===== src/rtl/fp_pkg.sv =====
// Shared floating-point definitions: operand classes, flag bit positions,
// bias and canonical quiet-NaN helpers. Also used by the IIR adder.
package fp_pkg;

  typedef enum logic [1:0] {
    FP_ZERO = 2'd0,
    FP_NORM = 2'd1,
    FP_INF  = 2'd2,
    FP_NAN  = 2'd3
  } fp_class_e;

  localparam int unsigned FLAG_W         = 4;
  localparam int unsigned FLAG_INEXACT   = 0;
  localparam int unsigned FLAG_UNDERFLOW = 1;
  localparam int unsigned FLAG_OVERFLOW  = 2;
  localparam int unsigned FLAG_INVALID   = 3;

  // Widest word the qNaN helper can build; callers truncate to their width.
  localparam int unsigned FP_MAX_W = 64;

  function automatic int fp_bias(input int unsigned exp_w);
    return (1 << (exp_w - 1)) - 1;
  endfunction

  function automatic logic [FP_MAX_W-1:0] fp_qnan(input int unsigned exp_w,
                                                  input int unsigned man_w);
    logic [FP_MAX_W-1:0] q;
    q = '0;
    for (int unsigned i = 0; i < exp_w; i++) q[man_w + i] = 1'b1;
    q[man_w - 1] = 1'b1;
    return q;
  endfunction

  // Subnormals (exp==0) classify as zero.
  function automatic fp_class_e fp_classify(input logic exp_zero,
                                            input logic exp_ones,
                                            input logic frac_zero);
    if (exp_zero)       return FP_ZERO;
    else if (!exp_ones) return FP_NORM;
    else if (frac_zero) return FP_INF;
    else                return FP_NAN;
  endfunction

endpackage


===== src/rtl/fp_mant_mult.sv =====
// Registered unsigned significand multiplier (pipeline stage S2) with enable;
// kept separate so a DSP-mapped implementation can be dropped in.
module fp_mant_mult #(
  parameter int unsigned MAN_W = 23
) (
  input  logic                 clk,
  input  logic                 rst,
  input  logic                 en_i,
  input  logic [MAN_W:0]       a_i,
  input  logic [MAN_W:0]       b_i,
  output logic [2*MAN_W+1:0]   p_o
);

  logic [2*MAN_W+1:0] p_q;

  always_ff @(posedge clk) begin
    if (rst)       p_q <= '0;
    else if (en_i) p_q <= {{(MAN_W+1){1'b0}}, a_i} * {{(MAN_W+1){1'b0}}, b_i};
  end

  assign p_o = p_q;

endmodule


===== src/rtl/fp_mul_pipe.sv =====
// Three-stage pipelined floating-point multiplier with valid/ready handshake.
// Define FPMUL_RNE_EN for round-to-nearest-even; otherwise results truncate.
module fp_mul_pipe
  import fp_pkg::*;
#(
  parameter int unsigned EXP_W = 8,
  parameter int unsigned MAN_W = 23
) (
  input  logic                       clk,
  input  logic                       rst,
  input  logic                       in_valid,
  output logic                       in_ready,
  input  logic [EXP_W+MAN_W:0]       a,
  input  logic [EXP_W+MAN_W:0]       b,
  output logic                       out_valid,
  input  logic                       out_ready,
  output logic [EXP_W+MAN_W:0]       result,
  output logic [FLAG_W-1:0]          flags
);

  localparam int unsigned W  = 1 + EXP_W + MAN_W;
  localparam int unsigned EW = EXP_W + 2;
  localparam int unsigned SW = MAN_W + 1;
  localparam int unsigned PW = 2 * SW;

  localparam logic signed [EW-1:0] BIAS     = EW'(fp_bias(EXP_W));
  localparam logic signed [EW-1:0] EXP_MAX  = EW'((1 << EXP_W) - 1);
  localparam logic signed [EW-1:0] EXP_ZERO = '0;
  localparam logic [W-1:0]         QNAN     = W'(fp_qnan(EXP_W, MAN_W));

  logic adv;
  assign adv      = !(out_valid && !out_ready);
  assign in_ready = adv;

  // S1: unpack, classify, exponent sum
  logic                 sa, sb;
  logic [EXP_W-1:0]     ea, eb;
  logic [MAN_W-1:0]     fa, fb;
  fp_class_e            cls_a, cls_b, cls1_d;
  logic                 inv1_d;
  logic signed [EW-1:0] exp1_d;

  assign {sa, ea, fa} = a;
  assign {sb, eb, fb} = b;
  assign cls_a  = fp_classify(ea == '0, ea == '1, fa == '0);
  assign cls_b  = fp_classify(eb == '0, eb == '1, fb == '0);
  assign exp1_d = $signed({2'b00, ea}) + $signed({2'b00, eb}) - BIAS;

  always_comb begin
    cls1_d = FP_NORM;
    inv1_d = 1'b0;
    if (cls_a == FP_NAN || cls_b == FP_NAN) begin
      cls1_d = FP_NAN;
    end else if ((cls_a == FP_INF && cls_b == FP_ZERO) ||
                 (cls_a == FP_ZERO && cls_b == FP_INF)) begin
      cls1_d = FP_NAN;
      inv1_d = 1'b1;
    end else if (cls_a == FP_INF || cls_b == FP_INF) begin
      cls1_d = FP_INF;
    end else if (cls_a == FP_ZERO || cls_b == FP_ZERO) begin
      cls1_d = FP_ZERO;
    end
  end

  logic                 v1_q, sign1_q, inv1_q;
  fp_class_e            cls1_q;
  logic signed [EW-1:0] exp1_q;
  logic [SW-1:0]        mana1_q, manb1_q;

  always_ff @(posedge clk) begin
    if (rst) begin
      v1_q    <= 1'b0;
      sign1_q <= 1'b0;
      inv1_q  <= 1'b0;
      cls1_q  <= FP_ZERO;
      exp1_q  <= '0;
      mana1_q <= '0;
      manb1_q <= '0;
    end else if (adv) begin
      v1_q    <= in_valid;
      sign1_q <= sa ^ sb;
      inv1_q  <= inv1_d;
      cls1_q  <= cls1_d;
      exp1_q  <= exp1_d;
      mana1_q <= {1'b1, fa};
      manb1_q <= {1'b1, fb};
    end
  end

  // S2: significand product, side-band carried alongside
  logic [PW-1:0]        prod2;
  logic                 v2_q, sign2_q, inv2_q;
  fp_class_e            cls2_q;
  logic signed [EW-1:0] exp2_q;

  fp_mant_mult #(.MAN_W(MAN_W)) u_mant_mult (
    .clk  (clk),
    .rst  (rst),
    .en_i (adv),
    .a_i  (mana1_q),
    .b_i  (manb1_q),
    .p_o  (prod2)
  );

  always_ff @(posedge clk) begin
    if (rst) begin
      v2_q    <= 1'b0;
      sign2_q <= 1'b0;
      inv2_q  <= 1'b0;
      cls2_q  <= FP_ZERO;
      exp2_q  <= '0;
    end else if (adv) begin
      v2_q    <= v1_q;
      sign2_q <= sign1_q;
      inv2_q  <= inv1_q;
      cls2_q  <= cls1_q;
      exp2_q  <= exp1_q;
    end
  end

  // S3: normalise, round, pack. The hidden bit is implicit in norm_lo.
  logic                 msb, guard, sticky, round_up, rnd_carry;
  logic [PW-2:0]        norm_lo;
  logic [MAN_W:0]       frac_sum;
  logic signed [EW-1:0] exp3;
  logic [W-1:0]         res_d;
  logic [FLAG_W-1:0]    flg_d;

  assign msb     = prod2[PW-1];
  assign norm_lo = msb ? prod2[PW-2:0] : {prod2[PW-3:0], 1'b0};
  assign guard   = norm_lo[MAN_W];
  assign sticky  = |norm_lo[MAN_W-1:0];

`ifdef FPMUL_RNE_EN
  assign round_up = guard & (sticky | norm_lo[MAN_W+1]);
`else
  assign round_up = 1'b0;
`endif

  assign frac_sum  = {1'b0, norm_lo[PW-2 -: MAN_W]} + {{MAN_W{1'b0}}, round_up};
  assign rnd_carry = frac_sum[MAN_W];
  assign exp3      = exp2_q + $signed({{(EW-1){1'b0}}, msb})
                            + $signed({{(EW-1){1'b0}}, rnd_carry});

  always_comb begin
    res_d = '0;
    flg_d = '0;
    case (cls2_q)
      FP_NAN: begin
        res_d               = QNAN;
        flg_d[FLAG_INVALID] = inv2_q;
      end
      FP_INF:  res_d = {sign2_q, {EXP_W{1'b1}}, {MAN_W{1'b0}}};
      FP_ZERO: res_d = {sign2_q, {(W-1){1'b0}}};
      default: begin
        if (exp3 >= EXP_MAX) begin
          res_d                 = {sign2_q, {EXP_W{1'b1}}, {MAN_W{1'b0}}};
          flg_d[FLAG_OVERFLOW]  = 1'b1;
          flg_d[FLAG_INEXACT]   = 1'b1;
        end else if (exp3 <= EXP_ZERO) begin
          res_d                 = {sign2_q, {(W-1){1'b0}}};
          flg_d[FLAG_UNDERFLOW] = 1'b1;
          flg_d[FLAG_INEXACT]   = 1'b1;
        end else begin
          // On rounding carry the fraction wraps to zero, exponent already bumped.
          res_d               = {sign2_q, exp3[EXP_W-1:0], frac_sum[MAN_W-1:0]};
          flg_d[FLAG_INEXACT] = guard | sticky;
        end
      end
    endcase
  end

  logic              out_valid_q;
  logic [W-1:0]      result_q;
  logic [FLAG_W-1:0] flags_q;

  always_ff @(posedge clk) begin
    if (rst) begin
      out_valid_q <= 1'b0;
      result_q    <= '0;
      flags_q     <= '0;
    end else if (adv) begin
      out_valid_q <= v2_q;
      if (v2_q) begin
        result_q <= res_d;
        flags_q  <= flg_d;
      end
    end
  end

  assign out_valid = out_valid_q;
  assign result    = result_q;
  assign flags     = flags_q;

endmodule


===== config.mk =====
export PLATFORM = sky130hd
export DESIGN_NAME = fp_mul_pipe
export DESIGN_NICKNAME = d
export VERILOG_FILES = /design/src/rtl/fp_pkg.sv /design/src/rtl/fp_mant_mult.sv /design/src/rtl/fp_mul_pipe.sv
export SDC_FILE = /design/constraint.sdc
export NUM_CORES = 2
export LEC_CHECK = 0
export ABC_AREA = 1
export ABC_CLOCK_PERIOD_IN_PS = 6050
export BUFFER_PORTS_ARGS = -buffer_cell sky130_fd_sc_hd__buf_4
export CORE_ASPECT_RATIO = 1.75
export CORE_UTILIZATION = 59
export DETAILED_ROUTE_END_ITERATION = 10
export GPL_ROUTABILITY_DRIVEN = 0
export PLACE_DENSITY = 0.8
export SETUP_SLACK_MARGIN = 0.15
export SKIP_LAST_GASP = 1
export SLEW_MARGIN = 20
export SYNTH_ARGS = -nofsm -noshare
export SYNTH_HDL_FRONTEND = slang
export SYNTH_SLANG_ARGS = --single-unit

===== constraint.sdc =====
create_clock -name clk -period 6.05 [get_ports clk]
set_clock_uncertainty 0.1 [all_clocks]
set_input_delay 0.605 -clock clk [delete_from_list [all_inputs] [get_ports clk]]
set_output_delay 0.605 -clock clk [all_outputs]
set_load 0.05 [all_outputs]

==> results.md <==
| Item | Reported | Unit |
|---|---|---|
| Number of standard cells in the final layout excluding fillers | 4653 | - |
| Worst hold margin | 262.7 | ps |
| Proportion of register bits with asynchronous set or reset after synthesis | 0 | % |
| Biggest cell delay along the critical path | 580 | ps |
| Level count of the clock H-tree | 4 | - |
| Effective utilization at floorplan | 59.60 | % |
| Hold path depth | 3 | - |
| Nets@finish | 4793 | - |
| Minimum clock period | 6835 | ps |
| Kind of start point of the critical path | flip-flop | - |
| Number of endpoints with negative hold slack in the final report | 0 | - |
| Worst slack after detailed placement | -352.0 | ps |
| Root buf cell | sky130_fd_sc_hd__clkbuf_16 | - |
| Sum of negative setup slack | -13550 | ps |
| Horizontal die dimension | 166.3 | um |
| Max Cap Violations | 0 | - |
| Total number of yosys warnings | 0 | - |
| Number of placement rows | 105 | - |
| Post-detailed-placement half-perimeter wirelength | 63.57 | mm |
| Number of antenna-violating nets in the routed design | 0 | - |
| Clock tree sinks | 162 | - |
| Startpoint of the worst hold path | b[5] | - |
| Clock buffer depth | 2 | - |
| Category of the critical setup timing path | flip-flop to flip-flop | - |
| Logic depth of the worst register-to-register path | 23 | - |
| Worst-case headroom to the max-slew limit | 27.41 | % |
| Via Count | 27.62k | - |
| Total overflow reported by the global router | 0 | - |
| Result of the run | finished, violations left | - |
| Antenna violations before repair | 1 | - |
| Worst reg2reg startpoint | manb1_q[4] | - |
| CORE AREA | 0.04677 | mm^2 |
| Total clock buffers created by CTS | 17 | - |
| Via count of the first global-routing pass | 27.15k | - |
| Number of flops mapped to enable cells by yosys | 0 | - |
| Area Overhead vs Synth | 21.28 | % |
| Kind of cell with the highest combined delay on the critical path | adder cells | - |
| Cell with the largest stage delay on the worst path | sky130_fd_sc_hd__fa_1 | - |
| Fraction of the yosys area taken by sequential cells | 11.63 | % |
| Full die area | 0.04815 | mm^2 |
| Top cell by count, worst path | sky130_fd_sc_hd__fa_1 | - |
| Fraction of final layout cells with drive strength greater than 1 | 20.94 | % |
| Setup repair after global routing missed its margin | true | - |
| Kind of end point of the critical path | flip-flop | - |
| Number of buffers and inverters on the critical path | 7 | - |
| Data arrival time of the critical path | 7100 | ps |
| Worst Tran Pin Value | 1088 | ps |
| Most common cell after layout, fill and taps aside | sky130_fd_sc_hd__inv_1 | - |
| Die height | 289.5 | um |
| Pwr Total | 0.01452 | W |
| Cell total after placement | 4568 | - |
| Total Wirelength | 99.33 | mm |
| End point of the worst hold path | manb1_q[5] | - |
| Wire length of the first global-routing pass | 134.9 | mm |
| Buffers on Ports | 105 | - |
| Mapped cell area | 0.02787 | mm^2 |
| Leading cell types in the layout, fill and taps excluded | sky130_fd_sc_hd__inv_1, sky130_fd_sc_hd__nand2_1, sky130_fd_sc_hd__fa_1 | - |
| Fin. max-slew vios | 0 | - |
| Drt first pass iters | 11 | - |
| Number of fill cells in the layout | 3020 | - |
| Violated checks | design-rule violations, negative setup slack | - |
| DRC viols | 8 | - |
| Area of combinational cells with multiple inputs | 0.02130 | mm^2 |
| Sequential cell area | 0.003322 | mm^2 |
| Clock tree from TritonCTS | built | - |
| Total of hold buffers inserted after clock tree synthesis | 0 | - |
| Top flip-flop cell by instance count after synthesis | sky130_fd_sc_hd__dfxtp_1 | - |
| Synthesized area divided by synthesized cell count | 7.246 | um^2 |
| Post-DR vias/cell | 5.935 | - |
| Slack of the worst reg-to-reg path | -780 | ps |
| Source-to-sink clock delay at the later pin of the worst-skew pair | 500 | ps |
| Clock transition at the register clock pins on the worst setup and hold paths after CTS | 90 | ps |
| Cell Chain, Critical Path | buf_12 -> nand2_1 -> fa_1 -> inv_2 -> fa_1 -> inv_2 -> fa_2 -> fa_1 -> inv_2 -> fa_1 -> fa_1 -> inv_2 -> fa_1 -> inv_2 -> ha_4 -> nand2_4 -> nor2_4 -> nand2_1 -> o21bai_4 -> or2_4 -> nand3_2 -> o211ai_1 -> inv_1 | - |
| CP max FO | 9 | - |
| Capture point of the worst reg-to-reg path | u_mant_mult.p_o[20] | - |
| Worst-case vdd ir drop | 0.5095 | mV |
| Fmax | 146.3 | MHz |
| Post-route fraction of the period consumed by the critical path | 113.0 | % |
| Global-route total usage across every layer | 35.99 | % |
| Gate count of the mapped netlist | 3847 | - |
| Critical path required time | 6320 | ps |
| Maximum number of pins on one net before global-route repair | 94 | - |
| Post-detailed-route wirelength per cell | 21.35 | um |
| Net Count, Synth | 4589 | - |
| Power per cell area | 429.4 | mW/mm^2 |
| Type of the tightest min-delay check | input port to flip-flop | - |
| Violation count after the first detailed-routing iteration | 3183 | - |
| Leakage dissipation | 19.30 | nW |
| Worst path setup slack after routing | -784.9 | ps |
| Post-synthesis register bit count | 162 | - |
| I/O Pins | 106 | - |
| Library cells used by synthesis | 46 | - |
| Setup violations, final | 35 | - |
-- synth_stat cells, types with 2 or more instances --
library cell               instances  area, um^2
sky130_fd_sc_hd__a21o_1            3       22.52
sky130_fd_sc_hd__a21oi_1         141       705.7
sky130_fd_sc_hd__and2_1            2       12.51
sky130_fd_sc_hd__buf_1             3       11.26
sky130_fd_sc_hd__buf_2             6       30.03
sky130_fd_sc_hd__buf_6             3       33.78
sky130_fd_sc_hd__buf_8             2       30.03
sky130_fd_sc_hd__clkbuf_1        187       701.9
sky130_fd_sc_hd__clkinv_1          2       7.510
sky130_fd_sc_hd__dfxtp_1         162        3243
sky130_fd_sc_hd__fa_1            483        9669
sky130_fd_sc_hd__ha_1            191        2390
sky130_fd_sc_hd__inv_1          1113        4178
sky130_fd_sc_hd__mux2i_1          22       220.2
sky130_fd_sc_hd__nand2_1         951        3570
sky130_fd_sc_hd__nand2_2           3       18.77
sky130_fd_sc_hd__nand2_4           2       22.52
sky130_fd_sc_hd__nand3_1         116       580.6
sky130_fd_sc_hd__nand3b_1          4       30.03
sky130_fd_sc_hd__nand4_1          30       187.7
sky130_fd_sc_hd__nor2_1          177       664.4
sky130_fd_sc_hd__nor2_2            5       31.28
sky130_fd_sc_hd__nor2_4            2       22.52
sky130_fd_sc_hd__nor3_1           10       50.05
sky130_fd_sc_hd__nor4_1            2       12.51
sky130_fd_sc_hd__o211ai_1          3       22.52
sky130_fd_sc_hd__o21a_1            2       15.01
sky130_fd_sc_hd__o21ai_0         136       680.7
sky130_fd_sc_hd__o21bai_1         31       232.7
sky130_fd_sc_hd__or2_2             7       43.79
sky130_fd_sc_hd__xnor2_1           7       61.31
sky130_fd_sc_hd__xor2_1           25       219.0
-- area by class of cell --
type | count | share of cell area [%]
antenna | 1 | 0.007402
clock buffer | 17 | 1.258
clock inverter | 15 | 0.4589
inverter | 1116 | 12.48
multi-input combinational | 2367 | 63.00
sequential | 162 | 9.826
tap | 588 | 2.176
timing repair buffer | 387 | 10.79
-- kinds of logic (layout without fill, tap and decap cells) --
group	after synthesis	in the layout	synth area share [%]
simple gates	1316	1316	19.06
flops	162	162	11.63
mux	22	22	0.7900
xor+xnor	33	33	1.064
fa+ha+maj	674	674	43.26
other cells	0	1	0
compound gates	322	322	6.239
buf+inv	1318	1535	17.95
-- per-layer routing --
layer / routed length [um] / global-route usage (%) / vias up
li1: - / - / 11427
met1: 29780 / 37.55 / 13033
met2: 47290 / 65.59 / 2196
met3: 11060 / 5.652 / 959
met4: 11190 / 27.01 / 2
met5: 11 / 0 / -
-- stage by stage --
stage / instance area (um^2) / util [%]
after global placement: 30840 / 65.94
after CTS: 32560 / 69.63
final: 33810 / 72.28
after global routing: 33800 / 72.28
after detailed placement: 30840 / 65.94
after floorplan: 28020 / -
-- what timing repair did --
action,CTS,global route
buffers inserted,26,23
resized for setup,255,321
endpoints found under the setup margin,35,37
gates cloned,0,3
pin swaps,116,182
endpoints found under the hold margin,0,0
-- flip-flops by register name, indices dropped and copies added (netlist names) --
register,flops
u_mant_mult.p_o,48
result,32
mana1_q,24
manb1_q,23
exp1_q,10
exp2_q,10
flags,4
cls1_q,2
cls2_q,2
inv1_q,1
inv2_q,1
out_valid,1
sign1_q,1
sign2_q,1
v1_q,1
v2_q,1
-- power breakdown --
part           switching [W]  leakage [nW]  internal (W)
sequential          0.000155          1.35       0.00124
combinational        0.00730          17.7       0.00466
clock               0.000615         0.278      0.000554
-- worst reg2reg max path, stage by stage (launching register included) --
cell and delay [ps]:
sky130_fd_sc_hd__dfxtp_4 440, sky130_fd_sc_hd__buf_12 160, sky130_fd_sc_hd__nand2_1 100, sky130_fd_sc_hd__fa_1 550, sky130_fd_sc_hd__inv_2 50, sky130_fd_sc_hd__fa_1 490
sky130_fd_sc_hd__inv_2 50, sky130_fd_sc_hd__fa_2 570, sky130_fd_sc_hd__fa_1 420, sky130_fd_sc_hd__inv_2 70, sky130_fd_sc_hd__fa_1 450, sky130_fd_sc_hd__fa_1 580
sky130_fd_sc_hd__inv_2 50, sky130_fd_sc_hd__fa_1 550, sky130_fd_sc_hd__inv_2 60, sky130_fd_sc_hd__ha_4 310, sky130_fd_sc_hd__nand2_4 120, sky130_fd_sc_hd__nor2_4 170
sky130_fd_sc_hd__nand2_1 390, sky130_fd_sc_hd__o21bai_4 420, sky130_fd_sc_hd__or2_4 190, sky130_fd_sc_hd__nand3_2 80, sky130_fd_sc_hd__o211ai_1 180, sky130_fd_sc_hd__inv_1 140
-- worst max-delay path by stage --
stage / end / slack (ps) / depth (start not counted) / start
after global placement: u_mant_mult.p_o[45] / -250 / 26 / mana1_q[16]
final: u_mant_mult.p_o[20] / -780 / 23 / manb1_q[4]
after detailed placement: u_mant_mult.p_o[40] / -350 / 28 / mana1_q[10]
after CTS: u_mant_mult.p_o[43] / -90 / 29 / mana1_q[9]
after global routing: u_mant_mult.p_o[20] / -910 / 23 / manb1_q[4]
after floorplan: u_mant_mult.p_o[32] / 130 / 28 / mana1_q[13]
No activity file was read; power rests on OpenSTA's default activity.
